$ cat config.mk
export PLATFORM = sky130hd
export DESIGN_NAME = button_led_ctrl
export DESIGN_NICKNAME = d
export VERILOG_FILES = /design/src/rtl/button_led_ctrl.sv
export SDC_FILE = /design/constraint.sdc
export NUM_CORES = 1
export LEC_CHECK = 0
export CAP_MARGIN = 10
export CORE_UTILIZATION = 55
export CTS_CLUSTER_SIZE = 40
export DETAILED_ROUTE_END_ITERATION = 8
export GPL_TIMING_DRIVEN = 0
export PLACE_DENSITY_LB_ADDON = 0.1
export SLEW_MARGIN = 20
export SYNTH_ARGS = -nofsm -noshare
export SYNTH_HDL_FRONTEND = slang
export SYNTH_SLANG_ARGS = --single-unit
$ cat constraint.sdc
create_clock -name clk -period 3 [get_ports clk]
set_input_delay 0.45 -clock clk [delete_from_list [all_inputs] [get_ports clk]]
set_output_delay 0.45 -clock clk [all_outputs]
set_load 0.005 [all_outputs]
$ cat src/rtl/button_led_ctrl.sv
// N-channel button-to-LED controller: sync, debounce, press pulse,
// and a per-channel OFF/ON/BLINK/DIM mode cycle driving active-low LEDs.
module button_led_ctrl #(
   parameter int NUM_CH          = 3,
   parameter int DEBOUNCE_CYCLES = 12000,
   parameter int PWM_BITS        = 8,
   parameter int DIM_LEVEL       = 32,
   parameter int BLINK_CYCLES    = 6000000
) (
   input  logic                clk,
   input  logic                reset,
   input  logic [NUM_CH-1:0]   button_i,
   output logic [NUM_CH-1:0]   led_o,
   output logic [NUM_CH-1:0]   pressed_o,
   output logic [2*NUM_CH-1:0] mode_o
);

   localparam int CW = $clog2(DEBOUNCE_CYCLES);
   localparam int BW = (BLINK_CYCLES > 1) ? $clog2(BLINK_CYCLES) : 1;
   localparam logic [CW-1:0] DB_MAX = CW'(DEBOUNCE_CYCLES - 1);
   localparam logic [BW-1:0] BL_MAX = BW'(BLINK_CYCLES - 1);

   typedef enum logic [1:0] {
      M_OFF   = 2'd0,
      M_ON    = 2'd1,
      M_BLINK = 2'd2,
      M_DIM   = 2'd3
   } mode_t;

   logic [PWM_BITS-1:0] pwm_cnt;
   logic [BW-1:0]       blink_cnt;
   logic                blink_ph;
   logic                dim_on;

   // Shared free-running PWM counter and blink half-period timebase
   always_ff @(posedge clk or posedge reset) begin
      if (reset) begin
         pwm_cnt   <= '0;
         blink_cnt <= '0;
         blink_ph  <= 1'b0;
      end else begin
         pwm_cnt <= pwm_cnt + 1'b1;
         if (blink_cnt == BL_MAX) begin
            blink_cnt <= '0;
            blink_ph  <= ~blink_ph;
         end else begin
            blink_cnt <= blink_cnt + 1'b1;
         end
      end
   end

   // DIM duty compare done once; zero-extend so large levels saturate to lit
   assign dim_on = (int'(pwm_cnt) < DIM_LEVEL);

   for (genvar i = 0; i < NUM_CH; i++) begin : g_ch
      logic [1:0]    sync;
      logic          stable;
      logic [CW-1:0] cnt;
      logic          press_q;
      mode_t         mode_q;
      logic          lit;
      logic          led_q;

      // Two-flop synchroniser, idles at released (1)
      always_ff @(posedge clk or posedge reset) begin
         if (reset) sync <= 2'b11;
         else       sync <= {sync[0], button_i[i]};
      end

      // Debounce; pulse registered on the same edge stable falls
      always_ff @(posedge clk or posedge reset) begin
         if (reset) begin
            stable  <= 1'b1;
            cnt     <= '0;
            press_q <= 1'b0;
         end else begin
            press_q <= 1'b0;
            if (sync[1] == stable) begin
               cnt <= '0;
            end else if (cnt == DB_MAX) begin
               stable  <= sync[1];
               cnt     <= '0;
               press_q <= stable;
            end else begin
               cnt <= cnt + 1'b1;
            end
         end
      end

      // Mode FSM steps once per press pulse
      always_ff @(posedge clk or posedge reset) begin
         if (reset) begin
            mode_q <= M_OFF;
         end else if (press_q) begin
            unique case (mode_q)
               M_OFF:   mode_q <= M_ON;
               M_ON:    mode_q <= M_BLINK;
               M_BLINK: mode_q <= M_DIM;
               M_DIM:   mode_q <= M_OFF;
            endcase
         end
      end

      // Lit condition for the current mode
      always_comb begin
         lit = 1'b0;
         unique case (mode_q)
            M_OFF:   lit = 1'b0;
            M_ON:    lit = 1'b1;
            M_BLINK: lit = blink_ph;
            M_DIM:   lit = dim_on;
         endcase
      end

      // Registered active-low LED drive
      always_ff @(posedge clk or posedge reset) begin
         if (reset) led_q <= 1'b1;
         else       led_q <= ~lit;
      end

      assign led_o[i]          = led_q;
      assign pressed_o[i]      = press_q;
      assign mode_o[2*i +: 2]  = mode_q;
   end

endmodule

==> results.tsv, run 1 <==
metric	value	unit
status	finished, final reports clean	
ys flop type	dfrtp_1	
initial DRC count	107	
register bit count reported by yosys	95	
WP data required	3.25	ns
Netlist Area Pre-Place	4500	um^2
Syn. warnings	0	
Layout area overhead	11.0	%
Overflow after GRT	0	
Worst path slowest cell	nor3_1	
Flop pwr share	61.3	%
Mapped Cells	425	
Worst path most repeated cell	buf_2	
crit path cell chain	ha_1 > nand3_1 > nor3_1 > and3_1 > buf_2 > buf_2 > nor2_1	
Die Y	92.4	um
NetSw	514	uW
die footprint	8540	um^2
GRT Util Overall	19.9	%
fraction of registers with async set/reset	100	%
Worst-Margin Slew	0.471	ns
Area contributors post-synth	dfrtp_1 (46%), dfstp_2 (7.0%), xor2_1 (7.0%), xnor2_1 (5.5%), ha_1 (4.7%)	
Reg2Reg Depth	7	
worst reg2reg startpoint	blink_cnt[0]	
crit path time final	2.12	ns
top-count cell post-synth	dfrtp_1	
TritonCTS clock tree	built	
count of filler cells inserted in the layout	651	
Worst Setup End Kind	flop	
Worst Hold Path Cells	0	
Setup TNS	0	ns
Non-Filler Instances	560	
total CTS buffers	9	
Post-Syn Nets	447	
Final Hold Viols	0	
nets@finish	475	
number of global-route vias before repair	3013	
R2R Setup Slk	0.88	ns
combinational group share of total power	3.4	%
IO Port Bufs	16	
RD Place Congestion	0.779	
Pleak	0.00218	uW
Slew Limit Fails	0	
max_cap viols	0	
PostCTS Resize Cnt	0	
DRC viols	0	
# Post-CTS Setup Buffers	0	
max_slew headroom	68.6	%
Setup WS pre-CTS	0.881	ns
io pins	17	
Post-Route WL	7.56	mm
commonest cells in the synthesized netlist	dfrtp_1 (83), nor2_1 (56), xor2_1 (36)	
Startpoint Class	flop	
RR Endpoint	blink_cnt[15]	
sequential area share after synthesis	53.2	%
Rows	32	
final setup fails	0	
global-route wire length before repair	13.5	mm
crit path DAT	2.36	ns
largest net degree at the start of global routing	62	
Via density	5.45	
ratio of cells with drive above 1 in the final layout	10.7	%
Crit Path Max Fanout	10	
H-tree Lvls	3	
Detail Placement HPWL	5.27	mm
Max Freq	0.473	GHz
largest area contributor in the netlist	dfrtp_1	
Pwr Total	2140	uW
internal power	1630	uW
RSZ-0062 raised after global routing	no	
Wirelength per Cell	13.5	um
hold buffer count at CTS	0	
antenna viol nets, final	0	
Reg clk slew, reported paths	0.09	ns
initial core utilization	57.6	%
core area	7810	um^2
P per Cell Area	429	nW/um^2
initial antenna violation count	0	
DRT Pass-1 Iters	4	
Setup crit start	blink_cnt[0]	
dpl cells	544	
hold_sp	g_ch[2].sync[0]	
peak supply drop	227	uV
Largest stage delay, worst path	0.43	ns
Worst Setup EP	blink_cnt[15]	
critical path class	reg -> reg	
Post-synth EDFFs	0	
clk_lat worst skew	0.36	ns
Worst Slack Setup Final	0.884	ns
area share of the largest cell type after synthesis	46.2	%
ant diodes	0	
final setup skew	0.00874	ns
die width	92.4	um
Clock Power Share	35.3	%
synth unique cells	40	
HP Class	reg -> reg	
Longest Clk Path Bufs	2	
switching share of power	24.0	%
Tcrit/Tclk final	70.5	%
Clock Tree Root	clkbuf_8	
Num Clock Sinks	95	
Post-Syn Area per Cell	10.6	um^2
Via Count	3054	
==> through the flow <==
stage,utilization (%),hold WS (ns),instance area [um^2]
after global placement,61.3,0.346,4790
after global routing,63.9,0.369,4990
after CTS,63.9,0.363,4990
final,63.9,0.362,4990
after floorplan,-,0.345,4500
after detailed placement,61.7,0.350,4820
==> cell type report <==
cell class / instances / area [um^2] / area share, %
Buffer: 18 / 101 / 2.03
Clock buffer: 10 / 128 / 2.56
Timing Repair Buffer: 17 / 188 / 3.76
Clock inverter: 6 / 46.3 / 0.927
Tap cell: 102 / 128 / 2.56
Multi-Input combinational cell: 299 / 1960 / 39.2
Sequential cell: 95 / 2390 / 47.9
Inverter: 13 / 53.8 / 1.08
==> metal layers <==
| layer | share of wire, % | up-vias | routed length, um | GRT usage [%] |
|---|---|---|---|---|
| met1 | 49 | 1498 | 3740 | 26.7 |
| met3 | 2.7 | 12 | 206 | 4.11 |
| met5 | 0 | - | 0 | 0 |
| li1 | - | 1519 | - | - |
| met4 | 1.7 | 0 | 131 | 7.81 |
| met2 | 46 | 25 | 3480 | 31.7 |
==> power groups by stage <==
stage	sequential [uW]	clock [uW]	combinational, uW
after floorplan	1330	0	49.6
after global placement	1340	0	69.7
after detailed placement	1340	0	76.4
after global routing	1310	823	86.5
after CTS	1310	780	76.8
final	1310	756	73.3
==> cells by family (layout without fill, tap and decap cells) <==
family	Yosys count	in the layout	synth area share, %
AOI/OAI and AO/OA	26	26	3.31
xor gates and xnor gates	64	64	12.5
adders and majority gates	17	17	4.73
buffers and inverters	31	64	3.34
DFF	95	95	53.2
muxes	3	3	0.834
and+or+nand+nor	189	189	22.1
==> worst max-delay path, delay by kind of cell (launching register included) <==
| family | cells | cell delay, ns |
|---|---|---|
| AND/OR/NAND/NOR | 4 | 1.02 |
| flip-flops | 1 | 0.39 |
| adder cells (fa/ha/maj) | 1 | 0.21 |
| buffers and inverters | 2 | 0.40 |
==> sequential cells by signal (all words and copies together), names as in the netlist <==
register,flops
g_ch.cnt,42
blink_cnt,23
pwm_cnt,8
g_ch.mode_q,6
g_ch.sync,6
g_ch.led_q,3
g_ch.press_q,3
g_ch.stable,3
blink_ph,1
==> worst min-delay path by stage <==
stage,to,slack (ns)
after global routing,g_ch[0].sync[1],0.37
after floorplan,g_ch[0].sync[1],0.35
after detailed placement,g_ch[0].sync[1],0.35
after global placement,g_ch[2].sync[1],0.35
after CTS,g_ch[0].sync[1],0.36
final,g_ch[2].sync[1],0.36
==> cells in the final DEF, fill, tap and decap left out, types with 2 or more instances in the layout <==
cell / Yosys / routed
a21oi_1: 7 / 7
a22oi_1: 3 / 3
a31o_2: 2 / 2
and2_0: 2 / 2
and3_1: 16 / 16
and4_1: 7 / 7
buf_2: 3 / 3
buf_4: 6 / 6
clkbuf_1: 8 / 9
clkbuf_8: 0 / 9
clkdlybuf4s50_1: 0 / 16
clkinvlp_4: 0 / 5
dfrtp_1: 83 / 83
dfstp_2: 12 / 12
ha_1: 17 / 17
inv_1: 13 / 12
inv_6: 0 / 2
mux2_2: 2 / 2
nand2_1: 21 / 21
nand3_1: 31 / 31
nand4_1: 17 / 17
nand4b_1: 2 / 2
nor2_1: 56 / 56
nor3_1: 10 / 10
nor3b_1: 3 / 3
nor4_1: 9 / 9
nor4b_1: 2 / 2
o21ai_0: 12 / 12
or3_1: 3 / 3
or4_1: 2 / 2
xnor2_1: 28 / 28
xor2_1: 36 / 36
No activity file was read; power rests on OpenSTA's default activity.
==> run 2: changes to the inputs <==
==> constraint.sdc (replaced) <==
create_clock -name clk -period 2 [get_ports clk]
set_input_delay 0.3 -clock clk [delete_from_list [all_inputs] [get_ports clk]]
set_output_delay 0.3 -clock clk [all_outputs]
set_load 0.005 [all_outputs]
==> run 2 against run 1 <==
Worst setup slack worse by 0.82 ns; critical path depth down 2; sequential power up 50%; sequential share of layout area down 0.57 points; routed wire length up 0.65%; clock-buffer cell count up 4; highest routed layer unchanged.
==> results.tsv, run 2 (synthesis results as in run 1) <==
metric	value	unit	change
status	finished, final reports clean		
ant diodes	0		unchanged
highest routed layer	met4		
Post-Route WL	7.61	mm	+0.65%
Clock Tree Root	clkbuf_8		
Tcrit/Tclk final	96.9	%	+26 points
worst reg2reg startpoint	g_ch[2].cnt[8]		
Detail Placement HPWL	5.41	mm	+2.8%
Slew Limit Fails	0		unchanged
P per Cell Area	624	nW/um^2	+46%
Reg clk slew, reported paths	0.09	ns	about the same
Final Hold Viols	0		unchanged
crit path time final	1.94	ns	-0.178 ns
Num Clock Sinks	95		unchanged
final setup fails	0		unchanged
number of flip-flops in the largest register	42		unchanged
crit path DAT	2.19	ns	-0.17 ns
global-route wire length before repair	13.5	mm	+0.41%
core area	7810	um^2	unchanged
Startpoint Class	flop		
Top reg by flops	g_ch.cnt		
die footprint	8540	um^2	unchanged
largest net degree at the start of global routing	35		-44%
R2R Setup Slk	0.06	ns	-0.82 ns
Sequential cell area	2390	um^2	unchanged
Max Freq	0.516	GHz	+9.2%
io pins	17		unchanged
count of filler cells inserted in the layout	640		-1.7%
max_slew headroom	68.7	%	about the same
Via density	5.37		-1.4%
WP data required	2.25	ns	-1.00 ns
metal2 WL	3.52	mm	+1.1%
RD Place Congestion	0.839		+7.7%
RR Endpoint	g_ch[2].cnt[11]		
most common cell after layout, fill and taps aside	dfrtp_1		
routed wire length on met3	181	um	-12%
Longest Clk Path Bufs	2		unchanged
met1 WL	3.80	mm	+1.6%
Worst-Margin Slew	0.470	ns	-0.000798 ns
Worst Setup End Kind	flop		
multi-input logic area	1980	um^2	+1.1%
clk_lat worst skew	0.36	ns	about the same
initial core utilization	57.6	%	unchanged
ratio of cells with drive above 1 in the final layout	11.5	%	+0.80 points
Overflow after GRT	0		unchanged
Via Count	3026		-0.92%
Pleak	0.00224	uW	+2.8%
Layout area overhead	12.3	%	
DRC viols	0		unchanged
max_cap viols	0		unchanged
HP Class	in -> async		
number of global-route vias before repair	3067		+1.8%
total CTS buffers	9		unchanged
Crit Path Max Fanout	10		unchanged
Pwr Total	3150	uW	+47%
GRT Util Overall	20.0	%	+0.14 points
critical path class	reg -> reg		
antenna viol nets, final	0		unchanged
Reg2Reg Depth	5		-2
die width	92.4	um	unchanged
Worst Slack Setup Final	0.0623	ns	-0.822 ns
H-tree Lvls	3		unchanged
RSZ-0062 raised after global routing	no		
DRT Pass-1 Iters	4		unchanged
Core Util, Final	64.7	%	+0.77 points
Setup WS pre-CTS	-0.0716	ns	-0.953 ns
most frequent cells in the layout	dfrtp_1 (83), nor2_1 (56), xor2_1 (36), nand3_1 (30), xnor2_1 (28)		
Wirelength per Cell	13.5	um	+0.11%
peak supply drop	405	uV	+79%
initial DRC count	135		+26%
Rows	32		unchanged
TritonCTS clock tree	built		
IO Port Bufs	16		unchanged
biggest regs	g_ch.cnt x42, blink_cnt x23, pwm_cnt x8		
initial antenna violation count	0		unchanged
Die Y	92.4	um	unchanged
final setup skew	0.0139	ns	+0.00514 ns
nets@finish	478		+0.63%
==> run 2: cell types whose count changed in the layout (fill, tap and decap cells not counted), sizes merged <==
| cell | before | now |
|---|---|---|
| buf | 11 | 17 |
| clkbuf | 18 | 19 |
| clkinv | 0 | 2 |
| clkinvlp | 5 | 1 |
| inv | 14 | 12 |
==> run 2: repair_timing <==
action / CTS / global route
gates resized for setup: 1 / 5
setup buffers: 0 / 4
setup endpoints to repair: 10 / 31
pin swaps: 0 / 1
hold buffers: 0 / 0
==> run 2: cell type report <==
type,instances,area share (%)
multi-input cells,299,39.1
plain buffers,15,1.83
clock buffers,14,2.82
clock inverters,2,0.198
well taps,102,2.53
repair buffers,23,5.10
flip-flops and latches,95,47.4
inverters,13,1.04
==> run 2: per-stage QoR <==
stage	cell area [um^2]	setup TNS [ns]	hold slack, ns	cells
floorplan	4500	0	0.304	425
global placement	4790	-31.35	0.346	543
detailed placement	4860	-0.605	0.347	546
CTS	5010	0	0.292	562
global route	5050	0	0.331	563
finish	5050	0	0.297	563
==> run 2: critical path, cell delays in order, from the launching register on <==
cell and delay (ns):
dfrtp_1 0.42, or4b_1 0.53, or4_4 0.59, nand2b_4 0.11
buf_6 0.14, nor2_1 0.05
==> run 2: per-layer routing <==
layer / GRT usage, % / up-vias
li1: - / 1519
met1: 27.7 / 1466
met2: 31.1 / 30
met3: 3.61 / 11
met4: 8.46 / 0
met5: 0 / -
==> run 2: worst max path at each step <==
| stage | startpoint | slack (ns) | to |
|---|---|---|---|
| 3_5_place_dp | blink_cnt[0] | -0.07 | blink_cnt[7] |
| 5_1_grt | g_ch[2].cnt[8] | 0.01 | g_ch[2].cnt[11] |
| 4_1_cts | g_ch[2].cnt[8] | 0.02 | g_ch[2].cnt[11] |
| 2_1_floorplan | g_ch[2].cnt[8] | 0.14 | g_ch[2].cnt[11] |
| 6_report | g_ch[2].cnt[8] | 0.06 | g_ch[2].cnt[11] |
| 3_3_place_gp | reset | -0.37 | g_ch[0].cnt[2] |
==> run 2: where the power goes <==
part           switching [uW]  internal, uW  total [uW]
registers                21.4          1950        1970
logic                    73.4          46.0         119
clock network             615           452        1070
total                     709          2440        3150
==> run 3: changes to the inputs <==
--- a/config.mk
+++ b/config.mk
@@ -6,7 +6,7 @@
 export NUM_CORES = 1
 export LEC_CHECK = 0
 export CAP_MARGIN = 10
-export CORE_UTILIZATION = 55
+export CORE_UTILIZATION = 40
 export CTS_CLUSTER_SIZE = 40
 export DETAILED_ROUTE_END_ITERATION = 8
 export GPL_TIMING_DRIVEN = 0
==> run 3 against run 2 <==
Via count is 0.69% lower; cell count rose by 6.6%; die area rose by 37%; critical endpoint is now g_ch[2].cnt[5]; largest cell class unchanged; largest power group unchanged.
==> results.tsv, run 3 (synthesis results as in run 1) <==
metric	value	unit	change
status	finished, final reports clean		
P per Cell Area	662	nW/um^2	+6.2%
RSZ-0062 raised after global routing	no		
hold slack	0.324	ns	+0.0267 ns
Post-Route WL	7.85	mm	+3.2%
ant diodes	0		unchanged
clk_lat worst skew	0.37	ns	about the same
Non-Filler Instances	600		+6.6%
max_cap viols	0		unchanged
Layout area overhead	14.4	%	
total CTS buffers	9		unchanged
Tcrit/Tclk final	96.8	%	about the same
Via density	5.01		-6.8%
final setup fails	0		unchanged
H-tree Lvls	3		unchanged
TritonCTS clock tree	built		
WP data required	2.26	ns	about the same
global-route wire length before repair	14.1	mm	+4.3%
die width	108	um	+17%
IO Port Bufs	16		unchanged
crit path time final	1.94	ns	-0.00193 ns
Clock Tree Root	clkbuf_8		
DRC viols	0		unchanged
Worst Setup End Kind	flop		
core area	10900	um^2	+39%
initial core utilization	41.3	%	-16 points
Die Y	108	um	+17%
io pins	17		unchanged
Overflow after GRT	0		unchanged
Pleak	0.00226	uW	+0.73%
nets@finish	477		-0.21%
ratio of cells with drive above 1 in the final layout	12.2	%	+0.68 points
Num Clock Sinks	95		unchanged
largest net degree at the start of global routing	32		-8.6%
initial antenna violation count	0		unchanged
Final Hold Viols	0		unchanged
die footprint	11700	um^2	+37%
most frequent cells in the layout	dfrtp_1 (83), nor2_1 (56), xor2_1 (36), nand3_1 (31), xnor2_1 (28)		
DRT Pass-1 Iters	4		unchanged
antenna viol nets, final	0		unchanged
Via Count	3005		-0.69%
Worst-Margin Slew	0.552	ns	+0.0825 ns
Wirelength per Cell	13.1	um	-3.2%
Reg clk slew, reported paths	0.09	ns	about the same
Top reg by flops	g_ch.cnt		
RD Place Congestion	0.744		-11%
peak supply drop	371	uV	-8.4%
crit path DAT	2.20	ns	about the same
Longest Clk Path Bufs	2		unchanged
number of flip-flops in the largest register	42		unchanged
dpl cells	584		+7.0%
initial DRC count	96		-29%
Rows	38		+19%
biggest regs	g_ch.cnt x42, blink_cnt x23, pwm_cnt x8		
most common cell after layout, fill and taps aside	dfrtp_1		
GRT Util Overall	15.5	%	-4.5 points
Startpoint Class	flop		
Crit Path Max Fanout	10		unchanged
number of global-route vias before repair	2986		-2.6%
critical path class	reg -> reg		
final setup skew	0.00509	ns	-0.00879 ns
Slew Limit Fails	0		unchanged
max_slew headroom	63.1	%	-5.6 points
hold buffer count at CTS	0		unchanged
Detail Placement HPWL	5.45	mm	+0.64%
HP Class	in -> async		
Setup TNS	0	ns	unchanged
Max Freq	0.517	GHz	about the same
-- run 3: cell type report --
class	instances	area, um^2
fillers	1009	5740
flip-flops and latches	95	2390
multi-input cells	299	1970
repair buffers	23	258
well taps	140	175
clock buffers	13	169
plain buffers	14	92.6
inverters	13	52.6
clock inverters	3	40.0
-- run 3: routing by layer --
| metal | share of wire [%] | GRT usage (%) | vias up |
|---|---|---|---|
| met4 | 2.0 | 8.51 | 0 |
| met2 | 45 | 23.5 | 40 |
| met5 | 0 | 0 | - |
| li1 | - | - | 1511 |
| met1 | 50 | 21.0 | 1442 |
| met3 | 3.0 | 2.89 | 12 |
-- run 3: worst paths after layout --
| check | from | slack (ns) | depth (start not counted) | endpoint |
|---|---|---|---|---|
| setup / recovery | g_ch[2].cnt[8] | 0.06 | 5 | g_ch[2].cnt[5] |
| hold / removal | reset | 0.32 | 2 | blink_cnt[18] |
| setup reg to reg | g_ch[2].cnt[8] | 0.06 | 5 | g_ch[2].cnt[5] |
| hold reg to reg | g_ch[2].sync[0] | 0.36 | 0 | g_ch[2].sync[1] |
| max in group asynchronous | reset | 0.69 | 5 | g_ch[1].led_q |
| min in group clk | button_i[0] | 0.33 | 1 | g_ch[0].sync[0] |
-- run 3: through the flow --
| stage | setup slack [ns] | total power (uW) | util (%) | area, um^2 |
|---|---|---|---|---|
| 3_3_place_gp | -0.512 | 2110 | 44.4 | 4840 |
| 6_report | 0.0642 | 3410 | 47.3 | 5140 |
| 3_5_place_dp | -0.139 | 2130 | 45.0 | 4900 |
| 4_1_cts | 0.00768 | 3480 | 47.1 | 5130 |
| 2_1_floorplan | 0.138 | 2070 | - | 4500 |
| 5_1_grt | 0.00739 | 3570 | 47.3 | 5140 |
-- run 3: critical path, cell delays in order, from the launching register on --
cell and delay, ns:
dfrtp_1 0.41, or4b_1 0.52, or4_4 0.59, nand2b_4 0.11, buf_6 0.14, nor2_1 0.05
-- run 3: what timing repair did --
| action | CTS | global route |
|---|---|---|
| cloned | 0 | 0 |
| setup buffers | 1 | 3 |
| gates resized for setup | 1 | 4 |
| endpoints found under the setup margin | 10 | 38 |
| pin swaps | 1 | 0 |
-- run 3: report_power, final --
part / switching, uW / leakage [uW] / internal, uW / total, uW
Sequential: 21.7 / 0.00125 / 1950 / 1970
Clock: 644 / 0.000109 / 677 / 1320
Combinational: 74.1 / 0.000897 / 45.9 / 120
